===== src/rtl/cpu_boot_sequencer_pkg.sv =====
// Shared constants and types for the CPU boot sequencer and the 3-bit CPU it feeds.
package cpu_boot_sequencer_pkg;

    localparam int DATA_W      = 9;
    localparam int ADDR_W      = 3;
    localparam int DEPTH       = 1 << ADDR_W;
    localparam int RUN_W       = 8;
    localparam int LEN_W       = 4;
    localparam int CRST_CYCLES = 2;
    localparam int CRST_CNT_W  = $clog2(CRST_CYCLES + 1);

    typedef enum logic [2:0] {
        IDLE,
        CRST,
        LOAD,
        FILL,
        RUN,
        DONE
    } boot_state_e;

    // Requested program lengths beyond the RAM depth load the whole RAM.
    function automatic logic [LEN_W-1:0] clamp_len(input logic [LEN_W-1:0] prog_len);
        return (prog_len > LEN_W'(DEPTH)) ? LEN_W'(DEPTH) : prog_len;
    endfunction

endpackage


===== src/rtl/cpu_boot_sequencer_if.sv =====
// Instruction stream from the host/loader into the boot sequencer.
interface cpu_boot_sequencer_if;
    import cpu_boot_sequencer_pkg::*;

    logic [DATA_W-1:0] in_data;
    logic              in_valid;
    logic              in_ready;

    modport master (output in_data, output in_valid, input in_ready);
    modport slave  (input in_data, input in_valid, output in_ready);

endinterface


===== src/rtl/boot_run_counter.sv =====
// Loadable down-counter for the PC_Enable budget; a loaded value of 0 never expires.
module boot_run_counter
    import cpu_boot_sequencer_pkg::*;
(
    input  logic             clk,
    input  logic             reset,
    input  logic             load,
    input  logic [RUN_W-1:0] load_value,
    input  logic             dec,
    output logic             expire
);

    logic [RUN_W-1:0] count;

    always_ff @(posedge clk) begin
        if (reset) begin
            count <= '0;
        end else if (load) begin
            count <= load_value;
        end else if (dec && count != '0) begin
            count <= count - 1'b1;
        end
    end

    assign expire = (count == RUN_W'(1));

endmodule


===== src/rtl/cpu_boot_sequencer.sv =====
// Boot sequencer: pulses CPU reset, streams the program into RAM, zero-fills the
// remaining words, then enables the PC for a programmed number of cycles.
module cpu_boot_sequencer
    import cpu_boot_sequencer_pkg::*;
(
    input  logic                clk,
    input  logic                reset,
    input  logic                start,
    input  logic                abort,
    input  logic [LEN_W-1:0]    prog_len,
    input  logic [RUN_W-1:0]    run_cycles,
    cpu_boot_sequencer_if.slave stream,
    output logic                cpu_reset,
    output logic [DATA_W-1:0]   RAM_Write_Data,
    output logic [ADDR_W-1:0]   RAM_Write_Address,
    output logic                RAM_Write_Enable,
    output logic                PC_Enable,
    output logic                busy,
    output logic                done,
    output logic                aborted
);

    boot_state_e           state, next_state;
    logic [LEN_W-1:0]      len;
    logic [ADDR_W-1:0]     addr;
    logic [CRST_CNT_W-1:0] crst_cnt;
    logic                  start_hit, abort_hit, addr_inc, run_expire;
    logic                  wr_en_d;
    logic [DATA_W-1:0]     wr_data_d;
    logic [ADDR_W-1:0]     wr_addr_d;

    assign stream.in_ready = (state == LOAD);

    boot_run_counter u_run_counter (
        .clk        (clk),
        .reset      (reset),
        .load       (start_hit),
        .load_value (run_cycles),
        .dec        (state == RUN),
        .expire     (run_expire)
    );

    always_comb begin
        // NOTE: every signal gets a default first so no path leaves one unassigned (no latches).
        next_state = state;
        start_hit  = 1'b0;
        abort_hit  = 1'b0;
        addr_inc   = 1'b0;
        wr_en_d    = 1'b0;
        wr_data_d  = '0;
        wr_addr_d  = '0;

        unique case (state)
            IDLE: begin
                if (start && !abort) begin
                    next_state = CRST;
                    start_hit  = 1'b1;
                end
            end
            CRST: begin
                if (crst_cnt == CRST_CNT_W'(CRST_CYCLES - 1)) begin
                    next_state = (len == '0) ? FILL : LOAD;
                end
            end
            LOAD: begin
                if (stream.in_valid) begin
                    wr_en_d   = 1'b1;
                    wr_data_d = stream.in_data;
                    wr_addr_d = addr;
                    addr_inc  = 1'b1;
                    if (LEN_W'(addr) == len - LEN_W'(1)) begin
                        next_state = (len < LEN_W'(DEPTH)) ? FILL : RUN;
                    end
                end
            end
            FILL: begin
                wr_en_d   = 1'b1;
                wr_addr_d = addr;
                addr_inc  = 1'b1;
                if (addr == ADDR_W'(DEPTH - 1)) begin
                    next_state = RUN;
                end
            end
            RUN: begin
                if (run_expire) begin
                    next_state = DONE;
                end
            end
            DONE: begin
                if (start) begin
                    next_state = CRST;
                    start_hit  = 1'b1;
                end
            end
            default: next_state = IDLE;
        endcase

        // Abort wins over everything, including a write being registered this edge.
        if (abort && (state inside {CRST, LOAD, FILL, RUN})) begin
            next_state = DONE;
            abort_hit  = 1'b1;
            wr_en_d    = 1'b0;
            wr_data_d  = '0;
            wr_addr_d  = '0;
        end
    end

    always_ff @(posedge clk) begin
        if (reset) begin
            state             <= IDLE;
            len               <= '0;
            addr              <= '0;
            crst_cnt          <= '0;
            cpu_reset         <= 1'b0;
            RAM_Write_Data    <= '0;
            RAM_Write_Address <= '0;
            RAM_Write_Enable  <= 1'b0;
            PC_Enable         <= 1'b0;
            busy              <= 1'b0;
            done              <= 1'b0;
            aborted           <= 1'b0;
        end else begin
            // NOTE: non-blocking assignments so every register samples pre-edge values.
            state <= next_state;
            if (start_hit) begin
                len  <= clamp_len(prog_len);
                addr <= '0;
            end else if (addr_inc) begin
                addr <= addr + 1'b1;
            end
            crst_cnt <= (state == CRST && next_state == CRST) ? crst_cnt + 1'b1 : '0;

            cpu_reset         <= (next_state == CRST);
            RAM_Write_Enable  <= wr_en_d;
            RAM_Write_Data    <= wr_data_d;
            RAM_Write_Address <= wr_addr_d;
            PC_Enable         <= (next_state == RUN);
            busy              <= !(next_state inside {IDLE, DONE});
            done              <= (next_state == DONE);
            aborted           <= (next_state == DONE) && (abort_hit || (state == DONE && aborted));
        end
    end

endmodule

===== src/flat_wrapper.sv =====
// flat-port wrapper written by rule: the top's interface ports become plain ports
module cpu_boot_sequencer_flat import cpu_boot_sequencer_pkg::*;
  (clk, reset, start, abort, prog_len, run_cycles, cpu_reset, RAM_Write_Data, RAM_Write_Address, RAM_Write_Enable, PC_Enable, busy, done, aborted, stream_in_data, stream_in_valid, stream_in_ready);
  cpu_boot_sequencer_if stream_i ();
  input  logic clk;
  input  logic reset;
  input  logic start;
  input  logic abort;
  input  logic [LEN_W-1:0] prog_len;
  input  logic [RUN_W-1:0] run_cycles;
  output logic cpu_reset;
  output logic [DATA_W-1:0] RAM_Write_Data;
  output logic [ADDR_W-1:0] RAM_Write_Address;
  output logic RAM_Write_Enable;
  output logic PC_Enable;
  output logic busy;
  output logic done;
  output logic aborted;
  input wire logic [$bits(stream_i.in_data)-1:0] stream_in_data;
  input wire logic [$bits(stream_i.in_valid)-1:0] stream_in_valid;
  output wire logic [$bits(stream_i.in_ready)-1:0] stream_in_ready;
  assign stream_i.in_data = stream_in_data;
  assign stream_i.in_valid = stream_in_valid;
  assign stream_in_ready = stream_i.in_ready;
  cpu_boot_sequencer u_core (.clk(clk), .reset(reset), .start(start), .abort(abort), .prog_len(prog_len), .run_cycles(run_cycles), .stream(stream_i), .cpu_reset(cpu_reset), .RAM_Write_Data(RAM_Write_Data), .RAM_Write_Address(RAM_Write_Address), .RAM_Write_Enable(RAM_Write_Enable), .PC_Enable(PC_Enable), .busy(busy), .done(done), .aborted(aborted));
endmodule

===== config.mk =====
export PLATFORM = sky130hd
export DESIGN_NAME = cpu_boot_sequencer_flat
export DESIGN_NICKNAME = d
export VERILOG_FILES = /design/src/rtl/cpu_boot_sequencer_pkg.sv /design/src/rtl/cpu_boot_sequencer_if.sv /design/src/rtl/boot_run_counter.sv /design/src/rtl/cpu_boot_sequencer.sv /design/src/flat_wrapper.sv
export SDC_FILE = /design/constraint.sdc
export NUM_CORES = 1
export LEC_CHECK = 0
export BUFFER_PORTS_ARGS = -buffer_cell sky130_fd_sc_hd__clkbuf_2
export CAP_MARGIN = 20
export CORE_MARGIN = 4
export CORE_UTILIZATION = 52
export CTS_CLUSTER_SIZE = 30
export DETAILED_ROUTE_END_ITERATION = 6
export PLACE_DENSITY = 0.87
export SYNTH_ARGS = -nofsm -noshare
export SYNTH_HDL_FRONTEND = slang
export SYNTH_SLANG_ARGS = --single-unit

===== constraint.sdc =====
create_clock -name clk -period 2.1 [get_ports clk]
set_clock_uncertainty 0.05 [all_clocks]
set_input_delay 0.42 -clock clk [delete_from_list [all_inputs] [get_ports clk]]
set_output_delay 0.42 -clock clk [all_outputs]
set_load 0.05 [all_outputs]

==> results.txt, run 1 <==
- The run finished, with violations left.
- The final reports fail on setup timing.
* Mean instance size in the synthesized netlist: slightly above 9 µm²
- The internal power of the cells totals 1.25 mW.
- Number of placement rows: 21
- Compound-Gate Fraction of Synth Area: about 14%
- Number of placed instances with taps included: 285
* Via count: 1,547
- Synth Cell Area: 1790 µm²
* Pins Over Slew Limit: 0
- The portion of synthesized area spent on multiplexers is 2.31%.
* First-iteration detailed-routing DRC count: 47
- Crit path capture type: flip-flop
* Main combinational cell family by area after synthesis: simple AND/OR/NAND/NOR gates
* Weighted congestion reported at the end of routability-driven placement: between 0.8 and 0.9
- Period Utilization, post-route: 103%
- TritonCTS clock tree: done
- Wire length the detailed router placed on met1: between 1500 and 2000 µm
- The cell count after synthesis came out at 197.
* CP Data Required Time: 2340 ps
- In this run the remaining antenna-violating nets after routing total 0.
- Overall power consumption after layout is estimated at 1.69 mW.
* Final net count: 285
* Wire length reported by the detailed router: 3740 µm
- Amount of wire on met3 after detailed routing: 181 µm
* Kind of critical path: reg -> reg
- The number of antenna diodes in the final layout is 0.
- The setup check on the worst reg-to-reg path leaves a slack of -70 ps.
* DR pass1 iterations: 4
- Area growth from synthesis to layout: 25.7%
- Data on the critical path arrives at its endpoint at 2410 ps.
- Drc violations: 0
- The total count of hold-check failures in the final report is 0.
- Worst min path class: in -> reg
- Dividing total power by cell area gives a power density of around 750 nW/µm².
* Input/output buffers: 44
- H-tree level count: 2
- Share of the yosys chip area belonging to registers: between 40% and 50%
* EDFF count, synth: 0
* Fraction of registers with async set or reset after synthesis: 0%
- Proportion of power drawn by the clock network: 36.6%
- The share of total power dissipated in sequential elements is 46.3%.
- For this configuration, the core starts out at a cell density of 53.5%.
* Leakage Power: 0.986 nW
- The via count of the first global-routing pass is about 1,500.
- Net switching fraction of the power: 25.9%
* TNS Setup: -272 ps
- After floorplanning, the core was sized to cover ~3300 µm².
* Combined global-route utilization of all metal layers: 17.9%
- Clock period minus final worst setup slack: 2170 ps
- Summing the areas of all xor and xnor instances in the mapped netlist gives under 10% of the synthesized area.
- After clock tree synthesis, the clock-pin slew on the worst setup and hold paths is 120 ps.
- The number of hold buffers added after CTS was 0.
- Worst ir drop on vdd: 538 µV
- For the worst-skew pair, the clock arrives at the later sink with an insertion delay of 340 ps.
- In the detailed route, the total length drawn on met2 is 1920 µm.
* Die area: 4440 µm²
- Most common cell after layout, fill and taps aside: sky130_fd_sc_hd__clkbuf_2
- The share of total power dissipated in combinational logic is 17.1%.
- Clock tree synthesis inserted a total of 5 buffers.
- Final cell count without fillers: 299
- In this run the count of I/O pins placed on the die edge is between 40 and 50.
- The floorplan step set the die width to 66.6 µm.
- Setup repair after global routing missed its margin: true
* Detail-routed net length per standard cell: 12.5 µm
- Top_reg_cell synth: sky130_fd_sc_hd__dfxtp_1
- Root buffer cell: sky130_fd_sc_hd__clkbuf_4
- In this run the vertical extent of the chip is 66.6 µm.
- The Yosys step of the flow raised 0 warnings.
- # clock sinks: 38
- Tightest Pin Transition: 514 ps
- STA classifies the critical path startpoint as a flip-flop.
- The number of antenna violations at the first check in global routing came to 0.
- Simple-Gate Fraction of Synth Area: between 20% and 30%
- Fmax: 0.460 GHz
- Detail-routed via count per cell: 5.17
- Post-synthesis net count: 230
* #FFs+latches synth: 38
- Before CTS, the worst setup slack after placement is 26.0 ps.
- The clock passes through at most 2 buffers.
- Synthesis instantiated 46 different standard cells from the library.
* Largest net degree at the start of global routing: 23
* Maximum fanout along the worst path: 4
- Headroom to the max-slew limit came out at 65.4%.
* Final setup margin: -72.9 ps
- Setup violations remaining at the end of the flow were counted as 5.
- After global routing the overflow that remains totals 0.
* Proportion of layout cells with a drive suffix above 1: 30.8%
* Top library cells by usage in the layout, fill and taps aside: sky130_fd_sc_hd__clkbuf_2 (44), sky130_fd_sc_hd__dfxtp_1 (35), sky130_fd_sc_hd__nand2_1 (15)
- The first global-routing pass estimated 6160 µm of wire.
* Final core utilization: 67.3%
* Placed wire-length estimate: 2690 µm
* Top sig layer: met4
- Summing the areas of all fa, ha and maj instances in the mapped netlist gives 4.90% of the synthesized area.
- The tool flagged a number of max-cap violations equal to 0.
- Summed over all nets, the switching power comes to 437 µW.
[per-layer routing]
metal / global-route usage (%) / up-vias
li1: - / 798
met1: 20.3 / 708
met2: 31.3 / 35
met3: 4.72 / 6
met4: 7.61 / 0
met5: 0 / -
[synthesized netlist by cell type (4+ instances only)]
library cell	number	area [µm²]
sky130_fd_sc_hd__and2_1	14	87.6
sky130_fd_sc_hd__nand3_1	4	20.0
sky130_fd_sc_hd__a21oi_1	7	35.0
sky130_fd_sc_hd__xor2_1	5	43.8
sky130_fd_sc_hd__clkbuf_1	4	15.0
sky130_fd_sc_hd__nor2_1	13	48.8
sky130_fd_sc_hd__nand2_1	15	56.3
sky130_fd_sc_hd__nor3_1	11	55.1
sky130_fd_sc_hd__dfxtp_1	38	761
sky130_fd_sc_hd__a211oi_1	4	30.0
sky130_fd_sc_hd__nand3b_1	5	37.5
sky130_fd_sc_hd__inv_1	12	45.0
sky130_fd_sc_hd__o21ai_0	9	45.0
sky130_fd_sc_hd__nor3b_1	4	30.0
sky130_fd_sc_hd__ha_1	7	87.6
[kinds of logic (layout without fill, tap and decap cells)]
family | Yosys count | after routing
buffers and inverters | 21 | 77
AO/OA/AOI/OAI | 36 | 36
flip-flops | 38 | 38
multiplexers | 4 | 4
XOR/XNOR | 9 | 9
adder cells (fa/ha/maj) | 7 | 7
AND/OR/NAND/NOR | 82 | 82
[power groups by stage]
stage / Clock (mW) / Combinational (mW) / Sequential [mW]
2_1_floorplan: 0 / 0.175 / 0.822
3_3_place_gp: 0 / 0.269 / 0.795
3_5_place_dp: 0 / 0.274 / 0.797
4_1_cts: 0.635 / 0.276 / 0.781
5_1_grt: 0.673 / 0.323 / 0.787
6_report: 0.618 / 0.289 / 0.781
[final cells by class]
cell class / instances / area, µm²
clock inverter: 3 / 68.8
tap: 46 / 57.6
timing repair buffer: 57 / 318
sequential: 38 / 764
fill: 268 / 1090
multi-input combinational: 138 / 955
inverter: 12 / 45.0
clock buffer: 5 / 37.5
[final timing paths]
check / startpoint / end / depth (start not counted)
worst max-delay path: u_core.len[1] / u_core.state[0] / 9
worst min-delay path: stream_in_data[1] / u_core.RAM_Write_Data[1] / 2
worst max register to register: u_core.len[1] / u_core.state[0] / 9
worst min register to register: u_core.len[1] / u_core.len[1] / 2
[state kept, by name, indices dropped and copies added (netlist names)]
| name | count |
|---|---|
| u_core.RAM_Write_Address | 3 |
| u_core.RAM_Write_Enable | 1 |
| u_core.crst_cnt | 2 |
| u_core.len | 4 |
| u_core.state | 3 |
| u_core.done | 1 |
| u_core.u_run_counter.count | 8 |
| u_core.PC_Enable | 1 |
| u_core.RAM_Write_Data | 9 |
| u_core.busy | 1 |
| u_core.aborted | 1 |
| u_core.cpu_reset | 1 |
| u_core.addr | 3 |
[timing repair]
action                     4_1_cts  5_1_grt
gates resized for setup          1        8
setup endpoints to repair        3        5
pin swaps                        0        5
buffers inserted                 0        6
[worst max-delay path, stage by stage (launching register included)]
cell and delay [ps]:
sky130_fd_sc_hd__dfxtp_2 380, sky130_fd_sc_hd__inv_2 60, sky130_fd_sc_hd__ha_4 260, sky130_fd_sc_hd__xor2_2 140, sky130_fd_sc_hd__nand4_1 150, sky130_fd_sc_hd__o41a_1 500, sky130_fd_sc_hd__a21o_1 260, sky130_fd_sc_hd__buf_4 160
sky130_fd_sc_hd__buf_4 120, sky130_fd_sc_hd__inv_1 50
[stage by stage]
stage	hold slack, ps	area (µm²)
floorplan	395	1790
global route	200	2250
detailed placement	427	2070
finish	219	2250
CTS	209	2170
global placement	412	2070
No activity file was read; power rests on OpenSTA's default activity.
==> run 2: changes to the inputs <==
Settings changed: RECOVER_POWER from default to 50.
==> results.txt, run 2 (synthesis results as in run 1) <==
* Result of the run: complete, but fails checks
- Failing checks: setup timing
- The library cells used most frequently in the layout, excluding fill and tap cells, are sky130_fd_sc_hd__dfxtp_1 (35), sky130_fd_sc_hd__clkbuf_2 (26), sky130_fd_sc_hd__clkbuf_1 (19).
- The worst setup timing slack at the placement stage is 26.0 ps (unchanged).
- The max-slew violation count came to 0 (unchanged).
* Die area: 4440 µm² (unchanged)
- Weighted congestion reported at the end of routability-driven placement: 0.824 (unchanged)
- Slowest cell on the critical path: sky130_fd_sc_hd__o41a_1
- Period Utilization, post-route: 103% (-0.14 points)
- Antenna Diode Count: 0 (unchanged)
- Width of the die: 66.6 µm (unchanged)
* I/O pin count: 45 (unchanged)
- Root buffer cell: sky130_fd_sc_hd__clkbuf_4
- CP cell instances: inv_2 -> ha_4 -> xor2_2 -> nand4_1 -> o41a_1 -> a21o_1 -> buf_4 -> buf_4 -> inv_1
- Max reg flops: 9 (unchanged)
* TritonCTS clock tree: done
- The critical path's largest stage delay is 500 ps (about the same).
- The total global routing track utilization is 17.9% (unchanged).
* Input/output buffers: 44 (unchanged)
- Proportion of layout cells with a drive suffix above 1: 23.3% (-7.5 points)
- The critical path arrival is 2410 ps (about the same).
- Worst ir drop on vdd: 537 µV (about the same)
- Rel. slew slack: 59.2% (-6.2 points)
- The total grt overflow is 0 (unchanged).
* Count of max-cap constraint violations: 0 (unchanged)
- The worst-case setup margin in the final layout came to -69.9 ps (+2.99 ps).
- The required arrival time at the worst endpoint came to 2340 ps (about the same).
* Clock period minus final worst setup slack: 2170 ps (-2.99 ps)
- Detail-routed net length per standard cell: 12.6 µm (+0.83%)
- Via count: 1,559 (+0.78%)
- The maximum number of pins on one net before global-route repair is 23 (unchanged).
- The total count of hold-check failures in the final report was 0 (unchanged).
* Most used cell along the critical path: sky130_fd_sc_hd__buf_4
- Number of global-route vias before repair: 1,492 (unchanged)
* Worst Hold Launch: stream_in_data[1]
- Placed wire-length estimate: 2690 µm (unchanged)
- Initial antenna violation count: 0 (unchanged)
- Total placed instance area: 2070 µm² (unchanged)
- Startpoint of the worst register-to-register path: u_core.len[1]
- Cell depth of the worst hold path: 2 (unchanged)
- Biggest regs: u_core.RAM_Write_Data: 9 flops, u_core.u_run_counter.count: 8 flops, u_core.len: 4 flops
- The final instance area was 2220 µm² (-1.2%).
- The final setup violation count is 5 (unchanged).
- Setup repair after global routing missed its margin: true
* Number of CTS-inserted buffers: 5 (unchanged)
* Worst min path class: in -> reg
- The endpoint identified for the worst register-to-register timing path is u_core.state[0].
- The path with the worst hold slack has its endpoint at u_core.RAM_Write_Data[1].
* Wire length reported by the detailed router: 3770 µm (+0.83%)
* DR pass1 iterations: 4 (unchanged)
* Most common cell after layout, fill and taps aside: sky130_fd_sc_hd__dfxtp_1
- The number of cells on the worst reg-to-reg path is 9 (unchanged).
- Die Span Y: 66.6 µm (unchanged)
- The starting density of the core was 53.5% (unchanged).
- Core Footprint: 3340 µm² (unchanged)
- Tightest Pin Transition: 615 ps (+101 ps)
* Kind of critical path: reg -> reg
* Leakage Power: 0.920 nW (-6.7%)
* Clk buf depth: 2 (unchanged)
- Final net count: 285 (unchanged)
* Minimum setup slack among reg-to-reg paths: -70 ps (about the same)
- Clock insertion delay at the later pin of the skew report: 340 ps (about the same)
- First-iteration detailed-routing DRC count: 59 (+26%)
* Detail-routed via count per cell: 5.21 (+0.78%)
- Cell Pwr Density: 760 nW/µm² (+1.1%)
* Maximum fanout along the worst path: 4 (unchanged)
- Clock edge transition at the registers on the reported setup and hold paths: 120 ps (about the same)
- STA classifies the critical path endpoint as a flip-flop.
* H-tree level count: 2 (unchanged)
* Area growth from synthesis to layout: 24.2%
* Global-route wire length before repair: 6160 µm (unchanged)
- Number of placement rows: 21 (unchanged)
* Fmax: 0.461 GHz (+0.14%)
- The register with the most flip-flops in the final layout is u_core.RAM_Write_Data.
- Number of filler instances in the final layout: 283 (+5.6%)
- The remaining routing DRC violations came to 0 (unchanged).
* Crit start category: flip-flop
- Residual antenna-violating net count after detailed routing: 0 (unchanged)
- # clock sinks: 38 (unchanged)
run 2: cell types whose count changed in the layout (fill, tap and decap cells not counted), sizes merged:
cell	delta
buf	-1
clkbuf	+1
run 2: layer usage:
metal	GRT usage [%]	wire length, µm	up-vias
met2	31.3	1930	33
met1	20.3	1620	720
met5	0	0	-
li1	-	-	799
met3	4.72	156	7
met4	7.61	68	0
run 2: final cells by class:
class,count,area (µm²),share of cell area [%]
Tap cell,46,57.6,2.59
Sequential cell,38,764,34.4
Multi-Input combinational cell,138,955,43.0
Clock buffer,5,37.5,1.69
Timing Repair Buffer,57,292,13.1
Clock inverter,3,68.8,3.10
Inverter,12,45.0,2.03
run 2: repair_timing:
action                                  4_1_cts  5_1_grt
pin swaps                                     0        5
setup buffers                                 0        6
hold buffers                                  0        0
gates resized for setup                       1        8
endpoints found under the setup margin        3        5
run 2: how the worst max path moves through the flow:
stage | start | end | slack, ps
3_3_place_gp | u_core.len[0] | u_core.busy | 130
4_1_cts | u_core.len[1] | u_core.crst_cnt[1] | 10
6_report | u_core.len[1] | u_core.state[0] | -70
2_1_floorplan | u_core.len[0] | u_core.busy | 200
5_1_grt | u_core.len[1] | u_core.cpu_reset | -130
3_5_place_dp | u_core.len[0] | u_core.crst_cnt[1] | 30
run 2: worst max-delay path, delay by kind of cell, from the launching register on:
family	cells	cell delay (ps)
AND/OR/NAND/NOR	1	150
adder cells (fa/ha/maj)	1	260
AO/OA/AOI/OAI	2	760
buffers and inverters	4	390
flip-flops	1	380
XOR/XNOR	1	140
run 2: metrics by stage:
stage	hold WS (ps)	std cells	utilization (%)	TNS, ps	total power [mW]
after global routing	200	299	66.5	-490	1.78
after CTS	209	293	65.1	0	1.69
after floorplan	395	197	-	0	0.997
after global placement	412	285	61.9	0	1.06
final	217	299	66.5	-256	1.69
after detailed placement	427	285	61.9	0	1.07
run 2: report_power, final:
group | switching (mW) | internal [mW]
registers | 0.0266 | 0.754
clock network | 0.246 | 0.372
logic | 0.165 | 0.122
